--- src/rtl/serial_shift_pkg.sv ---
// Shared types and helpers for the serial shift unit: FSM state encoding,
// shift-direction constants and the shift-counter width calculation.
package serial_shift_pkg;

    typedef enum logic [1:0] {
        IDLE  = 2'd0,
        SHIFT = 2'd1,
        DONE  = 2'd2
    } state_t;

    localparam logic DIR_LEFT  = 1'b0;
    localparam logic DIR_RIGHT = 1'b1;

    // Counter only needs to reach WIDTH-1; keep at least one bit for WIDTH=2.
    function automatic int cnt_width(input int width);
        return (width <= 2) ? 1 : $clog2(width);
    endfunction

endpackage

--- src/rtl/ms_dff.sv ---
// Master-slave D flip-flop from two mux-feedback latches, with a clock
// enable folded into the master input and an asynchronous active-high reset.
module ms_dff (
    input  logic i_clk,
    input  logic i_rst,
    input  logic i_en,
    input  logic i_d,
    output logic o_q
);

    logic r_master;
    logic r_slave;
    logic w_d_eff;

    // Recirculating the slave keeps the stored bit when disabled, and re-evaluates if en moves while the master is open.
    assign w_d_eff = i_en ? i_d : r_slave;

    always_latch begin
        if (i_rst)
            r_master <= 1'b0;
        else if (!i_clk)
            r_master <= w_d_eff;
    end

    always_latch begin
        if (i_rst)
            r_slave <= 1'b0;
        else if (i_clk)
            r_slave <= r_master;
    end

    assign o_q = r_slave;

endmodule

--- src/rtl/serial_shift_unit.sv ---
// Universal shift register with parallel load and a controller that runs
// exactly WIDTH shifts per start, then pulses done for one enabled cycle.
module serial_shift_unit
    import serial_shift_pkg::*;
#(
    parameter int WIDTH = 8
) (
    input  logic             clk,
    input  logic             rst,
    input  logic             en,
    input  logic             load,
    input  logic             start,
    input  logic             dir,
    input  logic [WIDTH-1:0] par_in,
    input  logic             ser_in,
    output logic [WIDTH-1:0] q,
    output logic             ser_out,
    output logic             busy,
    output logic             done
);

    localparam int               CNT_W    = cnt_width(WIDTH);
    localparam logic [CNT_W-1:0] CNT_LAST = CNT_W'(WIDTH - 1);

    state_t           r_state;
    logic [CNT_W-1:0] r_cnt;
    logic             r_dir;
    logic             r_busy;
    logic             r_done;
    logic [WIDTH-1:0] w_q;
    logic [WIDTH-1:0] w_q_next;

    always_comb begin
        w_q_next = w_q;
        case (r_state)
            IDLE:    if (load) w_q_next = par_in;
            SHIFT:   w_q_next = (r_dir == DIR_RIGHT) ? {ser_in, w_q[WIDTH-1:1]}
                                                     : {w_q[WIDTH-2:0], ser_in};
            default: ;
        endcase
    end

    // Data storage: one latch-pair flip-flop per bit, frozen by en.
    genvar g;
    generate
        for (g = 0; g < WIDTH; g++) begin : g_bit
            ms_dff u_bit (
                .i_clk (clk),
                .i_rst (rst),
                .i_en  (en),
                .i_d   (w_q_next[g]),
                .o_q   (w_q[g])
            );
        end
    endgenerate

    always_ff @(posedge clk or posedge rst) begin
        if (rst) begin
            r_state <= IDLE;
            r_cnt   <= '0;
            r_dir   <= DIR_LEFT;
            r_busy  <= 1'b0;
            r_done  <= 1'b0;
        end else if (en) begin
            case (r_state)
                IDLE: begin
                    if (!load && start) begin
                        r_dir   <= dir;
                        r_cnt   <= '0;
                        r_state <= SHIFT;
                        r_busy  <= 1'b1;
                    end
                end
                SHIFT: begin
                    // Hold at the last count instead of wrapping; the sequence ends here.
                    if (r_cnt == CNT_LAST) begin
                        r_state <= DONE;
                        r_done  <= 1'b1;
                    end else begin
                        r_cnt <= r_cnt + CNT_W'(1);
                    end
                end
                DONE: begin
                    r_state <= IDLE;
                    r_busy  <= 1'b0;
                    r_done  <= 1'b0;
                end
                default: begin
                    r_state <= IDLE;
                    r_busy  <= 1'b0;
                    r_done  <= 1'b0;
                end
            endcase
        end
    end

    assign q       = w_q;
    assign ser_out = (r_dir == DIR_RIGHT) ? w_q[0] : w_q[WIDTH-1];
    assign busy    = r_busy;
    assign done    = r_done;

endmodule

--- config.mk ---
export PLATFORM = sky130hd
export DESIGN_NAME = serial_shift_unit
export DESIGN_NICKNAME = d
export VERILOG_FILES = /design/src/rtl/serial_shift_pkg.sv /design/src/rtl/ms_dff.sv /design/src/rtl/serial_shift_unit.sv
export SDC_FILE = /design/constraint.sdc
export NUM_CORES = 1
export LEC_CHECK = 0
export CORE_MARGIN = 2
export CORE_UTILIZATION = 52
export CTS_BUF_LIST = sky130_fd_sc_hd__clkbuf_16
export CTS_CLUSTER_SIZE = 12
export DETAILED_ROUTE_END_ITERATION = 10
export GPL_TIMING_DRIVEN = 0
export HOLD_SLACK_MARGIN = 0.1
export PLACE_DENSITY_LB_ADDON = 0.1
export SKIP_LAST_GASP = 1
export SYNTH_ARGS = -nofsm -noshare
export SYNTH_HDL_FRONTEND = slang
export SYNTH_SLANG_ARGS = --single-unit
--- constraint.sdc ---
create_clock -name clk -period 2.5 [get_ports clk]
set_clock_uncertainty 0.2 [all_clocks]
set_input_delay 0.375 -clock clk [delete_from_list [all_inputs] [get_ports clk]]
set_output_delay 0.375 -clock clk [all_outputs]
set_load 0.1 [all_outputs]
==> results of run 1 <==
-- cells by family after synthesis --
kind of cell,synth area share (%)
flip-flops,16.93
multiplexers,9.524
latches,20.32
adder cells (fa/ha/maj),2.116
AO/OA/AOI/OAI,16.40
buffers and inverters,11.53
AND/OR/NAND/NOR,23.18
-- registers in the layout (all words and copies together), names as in the netlist --
signal / flops
r_state: 2
r_cnt: 3
g_bit.u_bit.r_master: 8
busy: 1
g_bit.u_bit.o_q: 8
r_dir: 1
done: 1
-- synthesized netlist by cell type, types with 2 or more instances --
library cell / number / area (um2)
sky130_fd_sc_hd__o32a_2: 3 / 33.78
sky130_fd_sc_hd__inv_1: 2 / 7.510
sky130_fd_sc_hd__mux2_2: 2 / 22.52
sky130_fd_sc_hd__o221ai_1: 5 / 43.79
sky130_fd_sc_hd__a31oi_1: 6 / 37.54
sky130_fd_sc_hd__o22ai_1: 4 / 25.02
sky130_fd_sc_hd__nand2_1: 3 / 11.26
sky130_fd_sc_hd__buf_6: 3 / 33.78
sky130_fd_sc_hd__nand2b_1: 2 / 12.51
sky130_fd_sc_hd__ha_1: 2 / 25.02
sky130_fd_sc_hd__mux2i_1: 9 / 90.09
sky130_fd_sc_hd__dlxtp_1: 16 / 240.2
sky130_fd_sc_hd__buf_4: 11 / 82.58
sky130_fd_sc_hd__nor2b_1: 18 / 112.6
sky130_fd_sc_hd__a21oi_1: 2 / 10.01
sky130_fd_sc_hd__o21ai_0: 2 / 10.01
sky130_fd_sc_hd__dfrtp_1: 8 / 200.2
sky130_fd_sc_hd__nand3_1: 6 / 30.03
sky130_fd_sc_hd__nor2_1: 8 / 30.03
sky130_fd_sc_hd__clkbuf_1: 2 / 7.510
-- layer usage --
layer | share of wire [%] | vias up
met5 | 0 | -
met1 | 37 | 620
li1 | - | 557
met3 | 7.0 | 22
met4 | 3.9 | 0
met2 | 52 | 73
-- repair_timing --
item	CTS	global route
hold buffers	9	1
endpoints found under the setup margin	12	2
resized for setup	65	4
endpoints found under the hold margin	25	5
setup buffers	2	0
-- cell type report --
cell class	count	area [um2]	area share, %
Buffer	17	140.1	7.161
Clock buffer	15	375.4	19.18
Clock inverter	1	3.754	0.1918
Inverter	2	7.507	0.3836
Multi-Input combinational cell	85	605.6	30.95
Sequential cell	24	440.4	22.51
Tap cell	28	35.03	1.790
Timing Repair Buffer	36	349.1	17.84
-- worst max-delay path: stages --
cell and delay, ns:
sky130_fd_sc_hd__clkbuf_2 0.13, sky130_fd_sc_hd__buf_8 0.16, sky130_fd_sc_hd__nor2b_1 0.15
-- metrics by stage --
step / setup slack, ns / util [%] / power [mW] / area (um2)
floorplan: 0 / - / 0.8609 / 1182
global placement: -0.6424 / 66.53 / 0.9863 / 1458
detailed placement: -0.6401 / 66.53 / 1.003 / 1458
CTS: 0 / 88.75 / 2.080 / 1944
global route: 0 / 89.32 / 2.172 / 1957
finish: 0 / 89.32 / 2.102 / 1957
-- power breakdown --
| group | switching, mW | internal (mW) | total [mW] |
|---|---|---|---|
| Clock | 0.228 | 0.839 | 1.07 |
| Sequential | 0.0537 | 0.300 | 0.354 |
| Combinational | 0.423 | 0.259 | 0.681 |
| Total | 0.705 | 1.40 | 2.10 |
-- worst max-delay path by stage --
stage                            start  slack (ns)                  to
global route                       rst           0  g_bit[7].u_bit.o_q
CTS                                rst           0  g_bit[7].u_bit.o_q
detailed placement  g_bit[0].u_bit.o_q       -0.64             ser_out
global placement    g_bit[0].u_bit.o_q       -0.64             ser_out
finish                             rst           0  g_bit[7].u_bit.o_q
floorplan                          rst           0  g_bit[0].u_bit.o_q
-- cell usage in the layout, fill, tap and decap left out, types with 2 or more instances in the layout --
cell	Yosys	routed
sky130_fd_sc_hd__a21oi_1	2	2
sky130_fd_sc_hd__a31oi_1	6	6
sky130_fd_sc_hd__buf_4	11	18
sky130_fd_sc_hd__buf_6	3	6
sky130_fd_sc_hd__clkbuf_16	0	15
sky130_fd_sc_hd__clkdlybuf4s50_1	0	12
sky130_fd_sc_hd__dfrtp_1	8	8
sky130_fd_sc_hd__dlxtp_1	16	16
sky130_fd_sc_hd__dlygate4sd2_1	0	2
sky130_fd_sc_hd__dlygate4sd3_1	0	10
sky130_fd_sc_hd__ha_1	2	2
sky130_fd_sc_hd__inv_1	2	3
sky130_fd_sc_hd__mux2_2	2	2
sky130_fd_sc_hd__mux2i_1	9	9
sky130_fd_sc_hd__nand2_1	3	3
sky130_fd_sc_hd__nand2b_1	2	2
sky130_fd_sc_hd__nand3_1	6	6
sky130_fd_sc_hd__nor2_1	8	8
sky130_fd_sc_hd__nor2b_1	18	18
sky130_fd_sc_hd__o21ai_0	2	2
sky130_fd_sc_hd__o221ai_1	5	5
sky130_fd_sc_hd__o22ai_1	4	4
sky130_fd_sc_hd__o32a_2	3	3
==> run_summary.xml, run 1 <==
<?xml version="1.0" encoding="UTF-8"?>
<metrics>
  <group name="route">
    <metric name="viasPerCell" unit="">6.115</metric>
    <metric name="dr_vias" unit="">1272</metric>
    <metric name="detail_route.wl_per_cell" unit="um">20.74</metric>
    <metric name="drtPass1Iterations" unit="">5</metric>
    <metric name="route.detailed.drc" unit="">0</metric>
    <metric name="final_routed_wirelength_across_all_metal_layers" unit="um">4313</metric>
    <metric name="number_of_routed_nets_with_antenna_violations" unit="">0</metric>
    <metric name="detail_route.iter0.violations" unit="">27</metric>
  </group>
  <group name="grt">
    <metric name="globalRouteMet3Util" unit="%">20.40</metric>
    <metric name="number_of_antenna_violations_at_the_first_check_in_global_routing" unit="">0</metric>
    <metric name="grt.met2_usage" unit="%">60.26</metric>
    <metric name="grt_first_pass_wirelength" unit="um">6810</metric>
    <metric name="via_count_of_the_first_global_routing_pass" unit="">1419</metric>
    <metric name="grt_start_max_net_pins" unit="">11</metric>
    <metric name="global_route.usage.met1" unit="%">36.81</metric>
    <metric name="grt_most_used_layer" unit="">met2</metric>
    <metric name="grt-ovfl-total" unit="">0</metric>
    <metric name="global_route.usage.total" unit="%">38.30</metric>
  </group>
  <group name="timing">
    <metric name="hold_fails_final_rpt" unit="">0</metric>
    <metric name="finalSetupViolCount" unit="">0</metric>
    <metric name="finalSetupTns" unit="ns">0</metric>
    <metric name="report.final.slew_viol_count" unit="">0</metric>
    <metric name="slew_margin_rel" unit="%">36.74</metric>
    <metric name="worstMarginPinSlew" unit="ns">0.9527</metric>
    <metric name="rsz_0062_raised_after_global_routing" unit="">no</metric>
    <metric name="fin_worst_hold_slack" unit="ns">0.001123</metric>
  </group>
  <group name="floorplan">
    <metric name="fp.dieW" unit="um">51.69</metric>
    <metric name="core.rowCount" unit="">17</metric>
    <metric name="fp.dieH" unit="um">51.69</metric>
    <metric name="pin_count" unit="">26</metric>
    <metric name="start_util" unit="%">53.97</metric>
    <metric name="die-area" unit="mm2">0.002671</metric>
    <metric name="core-area" unit="mm2">0.002191</metric>
  </group>
  <group name="power">
    <metric name="power.leakage" unit="nW">0.9001</metric>
    <metric name="irDropWorstVdd" unit="uV">1107</metric>
    <metric name="power-per-cell-area" unit="mW/mm2">1074</metric>
  </group>
  <group name="synth">
    <metric name="synth-seq-cells" unit="">24</metric>
    <metric name="count_of_unique_library_cells_instantiated_by_yosys" unit="">34</metric>
    <metric name="post_synthesis_cell_area" unit="mm2">0.001182</metric>
    <metric name="synthesis.instances" unit="">128</metric>
    <metric name="syn_avg_cell_area" unit="um2">9.237</metric>
    <metric name="synth.yosys.warnings" unit="">31</metric>
    <metric name="async_reset_ff_share" unit="%">33.33</metric>
    <metric name="dominantRegCellSynth" unit="">sky130_fd_sc_hd__dlxtp_1</metric>
    <metric name="synth.net_count" unit="">145</metric>
    <metric name="synth_enable_flop_cells" unit="">0</metric>
  </group>
  <group name="setup_path">
    <metric name="reg2reg_slack" unit="ns">0</metric>
    <metric name="arrival_worst_endpoint" unit="ns">0.82</metric>
    <metric name="timing.critical_path.required" unit="ns">0.82</metric>
    <metric name="reg2reg_to" unit="">g_bit[6].u_bit.r_master</metric>
    <metric name="path_max_fanout" unit="">10</metric>
    <metric name="crit_path_end_kind" unit="">latch</metric>
    <metric name="worst_setup_path_start_kind" unit="">input port</metric>
    <metric name="criticalPathCategory" unit="">input port to latch</metric>
    <metric name="reg2reg_depth" unit="">4</metric>
    <metric name="reg2reg_from" unit="">r_state[0]</metric>
  </group>
  <group name="worst_hold_path">
    <metric name="holdPathStages" unit="">1</metric>
    <metric name="worst_hold_startpoint" unit="">g_bit[5].u_bit.r_master</metric>
    <metric name="holdCritPathClass" unit="">latch to latch</metric>
    <metric name="whs_endpoint" unit="">g_bit[5].u_bit.o_q</metric>
  </group>
  <group name="placed_design">
    <metric name="dp_hpwl" unit="um">1949</metric>
    <metric name="placedCellCount" unit="">180</metric>
    <metric name="gp_congestion" unit="">0.8312</metric>
    <metric name="portBuffers" unit="">24</metric>
  </group>
  <group name="cts">
    <metric name="tritoncts" unit="">done</metric>
    <metric name="clkSlewWorstSetupHoldPaths" unit="ns">0.04</metric>
    <metric name="clock_latency" unit="ns">0.60</metric>
  </group>
  <group name="final_layout">
    <metric name="fillers" unit="">93</metric>
    <metric name="layout-area-overhead-vs-synth" unit="%">65.50</metric>
    <metric name="diodes" unit="">0</metric>
    <metric name="drive_gt1_share" unit="%">28.33</metric>
    <metric name="post_layout_nonfiller_instances" unit="">208</metric>
    <metric name="layout.nets" unit="">198</metric>
  </group>
  <group name="status">
    <metric name="status" unit="">complete, no violations</metric>
  </group>
  <group name="job">
    <metric name="max-cap-violations" unit="">0</metric>
  </group>
</metrics>
Power figures use the tool's default switching activity.
==> run 2: changes to the inputs <==
- RECOVER_POWER: default -> 100
- SYNTH_HIERARCHICAL: default -> 1
==> run_summary.xml, run 2 <==
<?xml version="1.0" encoding="UTF-8"?>
<metrics>
  <group name="status">
    <metric name="status" unit="">complete, no violations</metric>
  </group>
  <group name="synth">
    <metric name="synthesis.instances" unit="">139</metric>
    <metric name="synth.yosys.warnings" unit="">22</metric>
    <metric name="synth_enable_flop_cells" unit="">0</metric>
    <metric name="syn_avg_cell_area" unit="um2">9.181</metric>
    <metric name="dominantRegCellSynth" unit="">sky130_fd_sc_hd__dlxtp_1</metric>
    <metric name="yosys.area_share.simple" unit="%">27.35</metric>
    <metric name="synth-adder-area-share" unit="%">1.961</metric>
    <metric name="synthesized_area_fraction_occupied_by_ao_oa_aoi_and_oai_cells" unit="%">17.16</metric>
    <metric name="synth_most_common_cell" unit="">sky130_fd_sc_hd__dlxtp_1</metric>
    <metric name="synth_xor_area_share" unit="%">0</metric>
    <metric name="synth_commonest_cells" unit="">sky130_fd_sc_hd__dlxtp_1 (16), sky130_fd_sc_hd__a21oi_1 (11), sky130_fd_sc_hd__nor2b_1 (10)</metric>
    <metric name="muxShareOfSynthArea" unit="%">15.39</metric>
    <metric name="count_of_unique_library_cells_instantiated_by_yosys" unit="">31</metric>
    <metric name="synth_top_cell_area_share" unit="%">18.82</metric>
    <metric name="synth-seq-cells" unit="">24</metric>
    <metric name="synth_top_family_by_area" unit="">simple AND/OR/NAND/NOR gates</metric>
    <metric name="synth.net_count" unit="">156</metric>
    <metric name="async_reset_ff_share" unit="%">33.33</metric>
    <metric name="post_synthesis_cell_area" unit="mm2">0.001276</metric>
    <metric name="synth_largest_area_cell" unit="">sky130_fd_sc_hd__dlxtp_1</metric>
    <metric name="synth_area_leaders" unit="">sky130_fd_sc_hd__dlxtp_1 (19%), sky130_fd_sc_hd__dfrtp_1 (16%), sky130_fd_sc_hd__mux2_1 (7.9%)</metric>
  </group>
  <group name="final_layout">
    <metric name="diodes" unit="">0</metric>
    <metric name="layout.nets" unit="">198</metric>
    <metric name="layout-area-overhead-vs-synth" unit="%">44.02</metric>
    <metric name="drive_gt1_share" unit="%">23.46</metric>
    <metric name="post_layout_nonfiller_instances" unit="">207</metric>
    <metric name="layout.cells.most_common" unit="">sky130_fd_sc_hd__dlxtp_1</metric>
    <metric name="mostFrequentLayoutCells" unit="">sky130_fd_sc_hd__dlxtp_1 (16), sky130_fd_sc_hd__clkdlybuf4s50_1 (15), sky130_fd_sc_hd__a21oi_1 (11), sky130_fd_sc_hd__clkbuf_16 (11)</metric>
    <metric name="fillers" unit="">157</metric>
    <metric name="finish.instance_area" unit="mm2">0.001838</metric>
  </group>
  <group name="grt">
    <metric name="grt_first_pass_wirelength" unit="um">5423</metric>
    <metric name="grt-ovfl-total" unit="">0</metric>
    <metric name="number_of_antenna_violations_at_the_first_check_in_global_routing" unit="">0</metric>
    <metric name="via_count_of_the_first_global_routing_pass" unit="">1211</metric>
    <metric name="global_route.usage.total" unit="%">27.93</metric>
    <metric name="grt_start_max_net_pins" unit="">27</metric>
  </group>
  <group name="setup_path">
    <metric name="path_max_fanout" unit="">26</metric>
    <metric name="arrival_worst_endpoint" unit="ns">0.81</metric>
    <metric name="worst_path_largest_cell_delay" unit="ns">0.33</metric>
    <metric name="crit_path_cell_trace" unit="">buf_2 &gt; nor2b_1</metric>
    <metric name="timing.critical_path.required" unit="ns">0.81</metric>
    <metric name="criticalPathCategory" unit="">input port to latch</metric>
    <metric name="cp_slowest_cell" unit="">sky130_fd_sc_hd__buf_2</metric>
    <metric name="cp.buffers_inverters" unit="">1</metric>
    <metric name="critical_path.top_delay_family" unit="">buffers and inverters</metric>
    <metric name="worst_setup_path_start_kind" unit="">input port</metric>
    <metric name="crit_path_end_kind" unit="">latch</metric>
  </group>
  <group name="placed_design">
    <metric name="portBuffers" unit="">25</metric>
    <metric name="place_area" unit="mm2">0.001565</metric>
    <metric name="dp_hpwl" unit="um">1856</metric>
    <metric name="placedCellCount" unit="">192</metric>
    <metric name="gp_congestion" unit="">0.7898</metric>
  </group>
  <group name="power">
    <metric name="seqPwrFrac" unit="%">17.8</metric>
    <metric name="irDropWorstVdd" unit="uV">911.3</metric>
    <metric name="p_sw" unit="mW">0.6651</metric>
    <metric name="power.leakage" unit="nW">0.8627</metric>
    <metric name="power-per-cell-area" unit="mW/mm2">1080</metric>
    <metric name="pwr-share-clk" unit="%">53.0</metric>
    <metric name="combPwrFrac" unit="%">29.2</metric>
    <metric name="internal_power" unit="mW">1.319</metric>
    <metric name="power_switching_share" unit="%">33.52</metric>
  </group>
  <group name="floorplan">
    <metric name="core.rowCount" unit="">17</metric>
    <metric name="pin_count" unit="">26</metric>
    <metric name="core-area" unit="mm2">0.002276</metric>
    <metric name="start_util" unit="%">56.07</metric>
    <metric name="fp.dieW" unit="um">53.54</metric>
    <metric name="die-area" unit="mm2">0.002867</metric>
    <metric name="fp.dieH" unit="um">53.54</metric>
  </group>
  <group name="route">
    <metric name="detail_route.iter0.violations" unit="">20</metric>
    <metric name="dr_vias" unit="">1158</metric>
    <metric name="route.detailed.drc" unit="">0</metric>
    <metric name="viasPerCell" unit="">5.594</metric>
    <metric name="final_routed_wirelength_across_all_metal_layers" unit="um">3298</metric>
    <metric name="detail_route.wl_per_cell" unit="um">15.93</metric>
    <metric name="drtPass1Iterations" unit="">4</metric>
    <metric name="number_of_routed_nets_with_antenna_violations" unit="">0</metric>
  </group>
  <group name="cts">
    <metric name="cts_setup_buffers" unit="">0</metric>
    <metric name="clock_latency" unit="ns">0.45</metric>
    <metric name="clkSlewWorstSetupHoldPaths" unit="ns">0.05</metric>
    <metric name="tritoncts" unit="">done</metric>
  </group>
  <group name="timing">
    <metric name="worstMarginPinSlew" unit="ns">0.9662</metric>
    <metric name="hold_fails_final_rpt" unit="">0</metric>
    <metric name="finalSetupTns" unit="ns">0</metric>
    <metric name="slew_margin_rel" unit="%">35.38</metric>
    <metric name="finalSetupViolCount" unit="">0</metric>
    <metric name="report.final.slew_viol_count" unit="">0</metric>
  </group>
  <group name="worst_hold_path">
    <metric name="holdCritPathClass" unit="">latch to latch</metric>
  </group>
  <group name="job">
    <metric name="max-cap-violations" unit="">0</metric>
  </group>
</metrics>
run 2: cell type report:
type                    instances  area (um2)  area share [%]
inverters                       1       3.754          0.2042
multi-input cells             108       793.3           43.16
plain buffers                   6       42.54           2.315
repair buffers                 29       247.7           13.48
flip-flops and latches         24       440.4           23.96
well taps                      28       35.03           1.906
clock buffers                  11       275.3           14.98
run 2: power by group through the flow:
| stage | registers (mW) | clock network, mW | logic, mW |
|---|---|---|---|
| after floorplan | 0.477 | 0.0694 | 0.303 |
| after global placement | 0.350 | 0.0693 | 0.551 |
| after detailed placement | 0.355 | 0.0693 | 0.570 |
| after CTS | 0.352 | 1.06 | 0.577 |
| after global routing | 0.363 | 1.11 | 0.626 |
| final | 0.353 | 1.05 | 0.580 |
run 2: repair_timing:
action	CTS	global route
gates resized for setup	51	2
endpoints found under the hold margin	16	23
setup endpoints to repair	19	6
pin swaps	0	0
hold buffers	2	2
run 2: routing by layer:
layer  GRT usage, %  up-vias  wire [um]
met5              0        -          0
met4          23.50        0        108
met3          9.722       12        189
met2          44.86       45       1612
met1          29.14      534       1387
li1               -      567          -
run 2: worst paths after layout:
kind	from	endpoint	slack [ns]	cells after the start
min in group gated	rst	clock gate	0.56	4
worst min register to register	g_bit[6].u_bit/r_master	g_bit[6].u_bit/o_q	0.05	1
min in group asynchronous	rst	done	0.54	3
worst min-delay path	g_bit[6].u_bit/r_master	g_bit[6].u_bit/o_q	0.05	1
max in group asynchronous	rst	r_cnt[2]	1.29	3
worst max-delay path	rst	g_bit[4].u_bit/o_q	0	2
worst max register to register	g_bit[3].u_bit/o_q	g_bit[2].u_bit/r_master	0	6
max in group gated	rst	clock gate	0.11	4
run 2: logic make-up after synthesis:
group           count (synthesis)
fa+ha+maj                       2
mux                            18
compound gates                 36
flops                           8
latches                        16
simple gates                   52
buf+inv                         7
run 2: stage by stage:
stage	hold slack, ns	total power [mW]	setup slack (ns)	util [%]
3_5_place_dp	-0.1997	0.9935	-0.6938	68.77
6_report	0.05219	1.984	0	80.76
4_1_cts	0.05512	1.991	0	80.15
5_1_grt	0.05245	2.099	-0.007057	80.76
3_3_place_gp	-0.2229	0.9702	-0.6818	68.77
2_1_floorplan	-1.075	0.8494	-0.06584	-
